===== config.mk =====
export PLATFORM = sky130hd
export DESIGN_NAME = position_decoder
export DESIGN_NICKNAME = d
export VERILOG_FILES = /design/src/rtl/position_decoder.sv
export SDC_FILE = /design/constraint.sdc
export NUM_CORES = 1
export LEC_CHECK = 0
export CAP_MARGIN = 20
export CORE_UTILIZATION = 56
export CTS_CLUSTER_SIZE = 30
export DETAILED_ROUTE_END_ITERATION = 16
export DONT_BUFFER_PORTS = 1
export HOLD_SLACK_MARGIN = 0.02
export PLACE_DENSITY = 0.71
export SLEW_MARGIN = 20
export SYNTH_ARGS = -nofsm -noshare
export SYNTH_HDL_FRONTEND = slang
export SYNTH_SLANG_ARGS = --single-unit

===== constraint.sdc =====
create_clock -name clk -period 7.5 [get_ports clk]
set_input_delay 0.375 -clock clk [delete_from_list [all_inputs] [get_ports clk]]
set_output_delay 0.375 -clock clk [all_outputs]
set_load 0.02 [all_outputs]

===== src/rtl/position_decoder.sv =====
// Position decoder: turns a stream of offset-coded 8-bit table addresses back
// into a 32-bit absolute angle. The angle is built from a loaded reference,
// a signed turn counter and the current 8-bit delta. The turn counter is
// updated whenever consecutive deltas jump by more than half a turn.
module position_decoder #(
  parameter int         TURN_W = 16,
  parameter logic [7:0] OFFSET = 8'd128
) (
  input  logic        clk,
  input  logic        rst,
  input  logic        ref_load,
  // `ref` is a reserved word in SystemVerilog, so the reference port is ref_angle.
  input  logic [15:0] ref_angle,
  input  logic        in_valid,
  output logic        in_ready,
  input  logic [7:0]  address,
  output logic        out_valid,
  input  logic        out_ready,
  output logic [31:0] theta,
  output logic        turn_ovf
);

  typedef enum logic [1:0] {
    IDLE  = 2'd0,
    FIRST = 2'd1,
    TRACK = 2'd2
  } state_t;

  localparam logic signed [TURN_W-1:0] TURN_ONE = TURN_W'(1);
  localparam logic signed [TURN_W-1:0] TURN_MAX = {1'b0, {(TURN_W-1){1'b1}}};
  localparam logic signed [TURN_W-1:0] TURN_MIN = {1'b1, {(TURN_W-1){1'b0}}};
  localparam logic signed [8:0]        DIFF_HI  = 9'sd127;
  localparam logic signed [8:0]        DIFF_LO  = -9'sd128;

  state_t                    state;
  logic [15:0]               ref_q;
  logic signed [TURN_W-1:0]  turns;
  logic signed [7:0]         prev_delta;

  logic signed [7:0]         delta;
  logic signed [8:0]         diff;
  logic signed [TURN_W-1:0]  turns_new;
  logic                      step_ovf;
  logic                      accept;
  logic [31:0]               theta_next;

  // A new sample may enter only when a reference is held, no reload is in
  // progress, and the output register is empty or being drained this cycle.
  assign in_ready = (state != IDLE) & ~ref_load & (~out_valid | out_ready);
  assign accept   = in_valid & in_ready;

  // Decode the sample: delta, unwrap decision and the resulting absolute angle.
  always_comb begin
    // NOTE: every variable gets a default before the branches so no path
    // leaves it unassigned, which would otherwise infer a latch.
    delta     = signed'(address - OFFSET);
    diff      = {delta[7], delta} - {prev_delta[7], prev_delta};
    turns_new = turns;
    step_ovf  = 1'b0;
    if (state == TRACK) begin
      if (diff > DIFF_HI) begin
        // Large positive jump: the encoder wrapped backwards through -128.
        turns_new = turns - TURN_ONE;
        step_ovf  = (turns == TURN_MIN);
      end else if (diff < DIFF_LO) begin
        // Large negative jump: the encoder wrapped forwards through +127.
        turns_new = turns + TURN_ONE;
        step_ovf  = (turns == TURN_MAX);
      end
    end
    theta_next = {16'b0, ref_q}
               + {{(24-TURN_W){turns_new[TURN_W-1]}}, turns_new, 8'b0}
               + {{24{delta[7]}}, delta};
  end

  // Control FSM, unwrap state and the registered output stage.
  always_ff @(posedge clk or posedge rst) begin
    if (rst) begin
      state      <= IDLE;
      ref_q      <= '0;
      turns      <= '0;
      prev_delta <= '0;
      out_valid  <= 1'b0;
      theta      <= '0;
      turn_ovf   <= 1'b0;
    end else begin
      // NOTE: non-blocking assignments so every register samples the values
      // from before this edge, independent of statement order.
      if (accept) begin
        theta      <= theta_next;
        out_valid  <= 1'b1;
        turns      <= turns_new;
        prev_delta <= delta;
        if (step_ovf) begin
          turn_ovf <= 1'b1;
        end
        if (state == FIRST) begin
          state <= TRACK;
        end
      end else if (out_ready) begin
        out_valid <= 1'b0;
      end

      // A reload restarts unwrapping but leaves any pending output in place.
      if (ref_load) begin
        state    <= FIRST;
        ref_q    <= ref_angle;
        turns    <= '0;
        turn_ovf <= 1'b0;
      end
    end
  end

endmodule


## After elaboration in Yosys (flattened, before gate mapping)

Index checks and enable logic that the tools add are counted.

- Flip-flop bits (word level): 76
- Output and inout bits: 35
- Input bits: 29
- Logic and storage cells: 48

- Order comparisons: 2
- Reduce and logical (&&, ||, !) cells: 7
- Equal/unequal tests: 4
- Add/subtract/negate cells: 6
- Bitwise logic cells: 6
- Muxes and demuxes: 16

Operators by type and width:

| cell | number |
|---|---|
| $mux 16 | 5 |
| $eq 16x16->1 const B | 2 |
| $add 25x8->26 | 1 |
| $add 17x24->25 | 1 |
| $add 16x2->16 const B | 1 |
| $sub 16x2->16 const B | 1 |
| $reduce_bool 2->1 | 5 |
| $gt 9x8->1 const B | 1 |
| $lt 9x8->1 const B | 1 |
| $sub 8x8->9 | 1 |
| $mux 1 | 8 |
| $sub 8x8->8 const B | 1 |
| $mux 2 | 3 |
| $reduce_and 2->1 | 2 |
| $and 1x1->1 | 3 |
| $eq 2x1->1 const B | 1 |
| $eq 2x2->1 const B | 1 |
| $not 1->1 | 2 |
| $or 1x1->1 | 1 |

## Depth between registers and ports, before layout

Gate-level depths: netlist of run 1.

- Depth after elaboration: 9
- Gate-level depth with buffers: 24

## Worst setup path before layout of run 1

Ideal clock, no wire load.

- Kind: register to register
- Start: register prev_delta[1]
- End: register theta[23]
- Buffers on the path: 2
- Data arrival time: 4.745 ns
- Stages on the path, launching flop included: 23
- Period minus slack after synthesis: 4.880 ns
- Library setup time: 0.135 ns
- Setup slack: 2.620 ns
- Data required time: 7.365 ns
- Cell sequence: dfrtp_1 -> inv_1 -> ha_1 -> nor2b_4 -> o21a_1 -> o211a_1 -> or3_1 -> buf_6 -> nand3_1 -> buf_2 -> nor2_1 -> o21ai_0 -> o221ai_1 -> fa_1 -> inv_1 -> ha_1 -> a21oi_1 -> o21ai_0 -> a221oi_1 -> o31ai_1 -> a21oi_1 -> mux2i_1 -> o211ai_1

- Longest elaborated chain between the ends: 7
- Elaborated cells between the ends (all ways): 8

Ends and longest elaborated chain:

| item | RTL line | RTL |
|---|---|---|
| start: declaration | 38 | `logic signed [7:0] prev_delta;` |
| start signal: assignment | 93 | `prev_delta <= delta;` |
| $sub 8x8->9 (*) | 57 | `diff = {delta[7], delta} - {prev_delta[7], prev_delta};` |
| $lt 9x8->1 | 65 | `end else if (diff < DIFF_LO) begin` |
| $mux 16 | 65 |  |
| $mux 16 (*) | 61 | `if (diff > DIFF_HI) begin` |
| $mux 16 (*) | 60 | `if (state == TRACK) begin` |
| $add 17x24->25 (*) | 72 | `+ {{(24-TURN_W){turns_new[TURN_W-1]}}, turns_new, 8'b0}` |
| $add 25x8->26 (*) | 73 | `+ {{24{delta[7]}}, delta};` |
| end signal: assignment | 90 | `theta <= theta_next;` |
| end: declaration | 19 | `output logic [31:0] theta,` |

Mark *: on every way between the ends. The rest lies on a longest branch, timed or not.
A chain may end at the register's enable or synchronous reset.

## Worst setup path after layout of run 1

- Start: register prev_delta[0]
- End: register theta[23]

The elaborated chain is that of the path after synthesis.

==> flow_summary.toml, run 1 <==
[setup_path]
worstPathRequired_ns = 7.71
rrSetupSlack_ns = 1.83
setup.worst_path.class = "flop to flop"
arrival_ns = 5.88
worstSetupStartpointType = "flop"
endpoint_kind = "flop"
crit_fanout = 13

[drt]
via_per_inst = 5.78
first_pass_iters = 4
route.detailed.drc = 0
drt-initial-drc-count = 189
drt-total-wl_um = 12200
wire_per_inst_um = 16.6
ant_nets = 0
vias = 4237

[final_layout]
final_cells = 733
final_cell_mix = "nand2_1 (70), dfrtp_1 (70), o21ai_0 (60)"
multi_input_area_sq_mm = 0.00331
nNetsFinal = 690
seq_area_sq_mm = 0.00175
drive_gt1_share_pct = 7.28
area_delta_synth_final_pct = 4.00
post-route-util_pct = 60.3
n_antenna_cell = 0
nFillCells = 849

[clocking]
cts_root_buf = "clkbuf_8"
path_clk_slew_ns = 0.09
postCtsSetupRepairBufs = 0
clock_latency_ns = 0.35
cts-resized-gates = 0
cts_tree = "done"
clk_path_buf_depth = 2
hold_buffers = 0
numClockSinks = 70
cts_buffers = 9
htree_levels = 3

[die]
initial_core_util_pct = 58.0
die_area_sq_mm = 0.0100
fp-row-count = 35
die_h_um = 100
core_area_sq_mm = 0.00928
die_x_um = 100
io_pins = 64

[timing]
hold_viol_final = 0
setup_tns_ns = 0
worst_pin_slew_ns = 0.879
fin_skew_ns = 0.0108
rsz0062_at_grt = "no"
fin_crit_sh_pct = 75.6
drv_slew = 0
fmax_ghz = 0.176
post-route-min-period_ns = 5.67
setup_violations = 0
relSlewSlack_pct = 41.4

[yosys]
dominantRegCellSynth = "dfrtp_1"
synth-async-reset-ratio_pct = 100
avgSynthCellArea_sq_um = 8.70
ys_types = 57
ys_ff_latch = 70
syn_inst = 619
yosys_warnings = 0
synth_edf_count = 0
synth.net_count = 709
syn_area_sq_mm = 0.00538
yosysSeqAreaShare_pct = 32.5

[placement]
place_inst = 718
io_buffers = 0
gp_congestion = 0.901
hpwl_um = 8990

[pwr]
total_power_w = 0.00132
p_leak_nw = 2.66
p_per_area_mw_per_mm2 = 236
ir_drop_uv = 117

[global_route]
track_usage_pct = 26.1
overflow = 0
grt_max_degree = 71
antenna_found_initial = 0
grt_first_pass_wirelength_um = 20400
grt_pass1_vias = 4223

[job]
drv_cap = 0

[outcome]
outcome = "finished clean"

[hold_path]
min_path_type = "input pin to flop"
[synth_stat cells (8+ instances only)]
library cell   n  area, sq um
a21oi_1       38          190
xor2_1        18          158
nand3_1       12         60.1
fa_1          10          200
nor2b_1        8         50.1
inv_1         41          154
mux2_2        13          146
nand2b_1      10         62.6
o21ai_0       60          300
xnor2_1       20          175
nor2_1        42          158
dfrtp_1       70         1750
a21o_1        11         82.6
nand2_1       70          263
or3_1          9         56.3
and3_1         8         50.1
ha_1          51          638
clkbuf_1      21         78.8
[critical path: stages, from the launching register on]
cell and delay, ns:
dfrtp_1 0.39, ha_1 0.24, fa_1 0.39, nor2b_1 0.12, o21a_1 0.15, o21ai_0 0.11
a21oi_1 0.38, nand3_1 0.56, a21oi_1 0.32, o221ai_1 0.17, fa_1 0.50, inv_1 0.04
ha_1 0.36, a21oi_1 0.16, o21ai_0 0.18, a221oi_1 0.66, o31ai_1 0.27, a21oi_1 0.22
mux2i_1 0.21, o211ai_1 0.10
[sequential cells by signal (all words and copies together), names as in the netlist]
name        cells
out_valid       1
prev_delta      8
ref_q          16
state           2
theta          26
turn_ovf        1
turns          16
[through the flow]
stage	setup WS [ns]	area, sq um	hold WS [ns]
after floorplan	2.62	5380	0.450
after global placement	2.05	5410	0.445
after detailed placement	1.89	5410	0.448
after CTS	1.88	5600	0.0666
after global routing	1.31	5600	0.0660
final	1.83	5600	0.0832
[where the power goes]
group | leakage [nW] | switching [W] | internal, W
logic | 1.68 | 0.000280 | 0.000176
clock network | 0.0911 | 0.000156 | 0.000151
registers | 0.883 | 0.000110 | 0.000449
total | 2.66 | 0.000546 | 0.000776
[layout make-up]
class | instances | area share [%]
well taps | 129 | 2.88
clock buffers | 9 | 2.21
clock inverters | 6 | 1.14
multi-input cells | 474 | 59.2
inverters | 41 | 2.75
flip-flops and latches | 70 | 31.3
repair buffers | 4 | 0.536
[layer usage]
| metal | share of wire, % | up-vias | GRT usage [%] |
|---|---|---|---|
| li1 | - | 2109 | - |
| met1 | 48 | 2002 | 34.5 |
| met2 | 47 | 110 | 43.4 |
| met3 | 4.2 | 16 | 5.22 |
| met4 | 1.3 | 0 | 7.80 |
| met5 | 0 | - | 0 |
[logic make-up (layout without fill, tap and decap cells)]
family | Yosys count | after routing | synth area share [%]
AO/OA/AOI/OAI | 159 | 159 | 18.1
XOR/XNOR | 38 | 38 | 6.18
adder cells (fa/ha/maj) | 61 | 61 | 15.6
buffers and inverters | 75 | 60 | 5.95
flip-flops | 70 | 70 | 32.5
multiplexers | 19 | 19 | 3.93
AND/OR/NAND/NOR | 197 | 197 | 17.8
[final timing paths]
| kind | from | endpoint | cells after the start |
|---|---|---|---|
| max in group asynchronous | rst | turns[3]$_DFFE_PP0P_ | 2 |
| max reg2reg | prev_delta[0]$_DFFE_PP0P_ | theta[23]$_DFFE_PP0P_ | 19 |
| max | prev_delta[0]$_DFFE_PP0P_ | theta[23]$_DFFE_PP0P_ | 19 |
| min reg2reg | prev_delta[7]$_DFFE_PP0P_ | prev_delta[7]$_DFFE_PP0P_ | 2 |
| min in group asynchronous | rst | theta[4]$_DFFE_PP0P_ | 2 |
| min | ref_load | turns[11]$_DFFE_PP0P_ | 1 |
Note: power is estimated with default switching activity, not from simulation.
==> run 2: changes to the inputs <==
Clock period 7.5 ns to 5.5 ns, I/O delays scaled along.
==> run 2 against run 1 <==
Critical path depth rose by 1. Register-to-register slack lost 1.5 ns. Cell count is 0.95% higher. Global-route usage increased by 0.40 points. Sequential cell count did not move. Core utilization grew 1.4 points. Die area is the same. Combinational power increased by 43%.
==> flow_summary.toml, run 2 (synthesis results as in run 1) <==
[timing]
relSlewSlack_pct = 41.4
setup_tns_ns = 0
fin_crit_sh_pct = 94.7
fmax_ghz = 0.192
drv_slew = 0
fin_skew_ns = 0.0114
hold_viol_final = 0
setup_violations = 0
holdWs_ns = 0.0378
post-route-min-period_ns = 5.21
worst_pin_slew_ns = 0.878
rsz0062_at_grt = "no"

[drt]
wire_per_inst_um = 17.1
vias = 4369
via_per_inst = 5.90
ant_nets = 0
first_pass_iters = 4
drt-total-wl_um = 12600
route.detailed.drc = 0
drt-initial-drc-count = 226

[placement]
io_buffers = 0
placedInstanceArea_sq_mm = 0.00544
hpwl_um = 9360
gp_congestion = 1.04
place_inst = 722

[global_route]
grt_max_degree = 71
grt_first_pass_wirelength_um = 20600
track_usage_pct = 26.5
met1_usage_pct = 35.5
antenna_found_initial = 0
overflow = 0
gr-usage-met2_pct = 42.9
grt.busiest_layer = "met2"
grt_pass1_vias = 4258
met3_usage_pct = 4.67

[job]
drv_cap = 0

[final_layout]
nFillCells = 810
regMostFlops = "theta"
top_regs = "theta: 26 flops, ref_q: 16 flops, turns: 16 flops"
seq_area_sq_mm = 0.00175
largest_reg_flops = 26
drive_gt1_share_pct = 8.51
n_antenna_cell = 0
nNetsFinal = 697
final_cells = 740
area_delta_synth_final_pct = 6.41
multi_input_area_sq_mm = 0.00333
final_area_sq_mm = 0.00573
final_cell_mix = "nand2_1 (70), dfrtp_1 (70), o21ai_0 (60)"

[clocking]
postCtsSetupRepairBufs = 0
numClockSinks = 70
cts_tree = "done"
clk_path_buf_depth = 2
cts_buffers = 9
htree_levels = 3
cts_root_buf = "clkbuf_8"
clock_latency_ns = 0.36
path_clk_slew_ns = 0.08

[pwr]
pwr-share-seq_pct = 39.3
p_comb_share_pct = 33.7
p_per_area_mw_per_mm2 = 337
p_clk_share_pct = 27.0
p_leak_nw = 2.72
p_sw_w = 0.000752
switching_share_pct = 38.9
ir_drop_uv = 161
p_int_w = 0.00118

[setup_path]
worstPathRequired_ns = 5.72
cp-startpoint = "prev_delta[1]$_DFFE_PP0P_"
worst_r2r_path_depth = 20
r2r-end = "theta[23]$_DFFE_PP0P_"
setup.worst_path.class = "flop to flop"
rrSetupSlack_ns = 0.29
arrival_ns = 5.42
critPathCapture = "theta[23]$_DFFE_PP0P_"
crit_fanout = 8
r2r_start = "prev_delta[1]$_DFFE_PP0P_"
endpoint_kind = "flop"
worstSetupStartpointType = "flop"

[die]
die_h_um = 100
fp-row-count = 35
die_x_um = 100
die_area_sq_mm = 0.0100
initial_core_util_pct = 58.0
io_pins = 64
core_area_sq_mm = 0.00928

[hold_path]
min_path_type = "input pin to flop"

[outcome]
outcome = "finished clean"
run 2: cell types whose count changed in the layout (fill, tap and decap cells not counted):
cell / change
and3_1: -1
inv_6: +1
bufinv_16: +2
buf_4: +4
a21oi_1: -2
clkinv_4: -1
clkbuf_8: +1
and3_2: +1
a21oi_2: +2
clkinv_2: -2
nand3_2: +1
nand3_1: -1
dlygate4sd3_1: +3
clkinvlp_4: -1
run 2: how the worst min path moves through the flow:
| stage | end | from | cells after the start |
|---|---|---|---|
| finish | ref_q[14]$_DFFE_PP0P_ | ref_angle[14] | 2 |
| global route | prev_delta[5]$_DFFE_PP0P_ | address[5] | 2 |
| CTS | ref_q[11]$_DFFE_PP0P_ | ref_load | 1 |
| detailed placement | state[1]$_DFFE_PP0P_ | ref_load | 1 |
| global placement | turns[2]$_DFFE_PP0P_ | ref_load | 1 |
| floorplan | prev_delta[7]$_DFFE_PP0P_ | address[7] | 1 |
run 2: repair_timing:
action                                  4_1_cts  5_1_grt
resized for setup                             0        4
hold endpoints to repair                     16        2
endpoints found under the setup margin        0        5
hold buffers                                  1        2
run 2: layout make-up:
cell class / count / area share [%]
clock buffers: 10 / 2.40
clock inverters: 5 / 1.86
inverters: 41 / 2.69
multi-input cells: 474 / 58.1
flip-flops and latches: 70 / 30.6
well taps: 129 / 2.82
repair buffers: 11 / 1.57
run 2: critical path, stage by stage, from the launching register on:
cell	delay, ns
dfrtp_1	0.38
inv_1	0.07
ha_1	0.28
nor2b_4	0.13
o21a_1	0.18
o211a_1	0.25
or3_1	0.47
and3_2	0.35
a22oi_1	0.28
nor2_1	0.10
xnor2_1	0.15
fa_1	0.48
inv_1	0.04
ha_1	0.36
nand2_1	0.06
o21ai_0	0.40
a221oi_1	0.20
o31ai_1	0.47
a21oi_1	0.16
mux2i_1	0.17
o211ai_1	0.10
run 2: power groups by stage:
stage          registers [W]  clock network (W)  logic (W)
3_5_place_dp        0.000772                  0   0.000634
6_report            0.000759           0.000521   0.000652
3_3_place_gp        0.000767                  0   0.000621
5_1_grt             0.000773           0.000555   0.000734
4_1_cts             0.000761           0.000536   0.000642
2_1_floorplan       0.000758                  0   0.000522
run 2: through the flow:
stage          util, %  setup slack (ns)  power, W
6_report          61.7             0.294   0.00193
5_1_grt           61.7            0.0228   0.00206
3_5_place_dp      58.6             0.247   0.00141
3_3_place_gp      58.6             0.373   0.00139
2_1_floorplan        -             0.620   0.00128
4_1_cts           61.3             0.214   0.00194
run 2: routing by layer:
layer  up-vias  routed length [um]
li1       2133                   -
met1      2081                5940
met2       129                5890
met3        26                 507
met4         0                 300
met5         -                   0
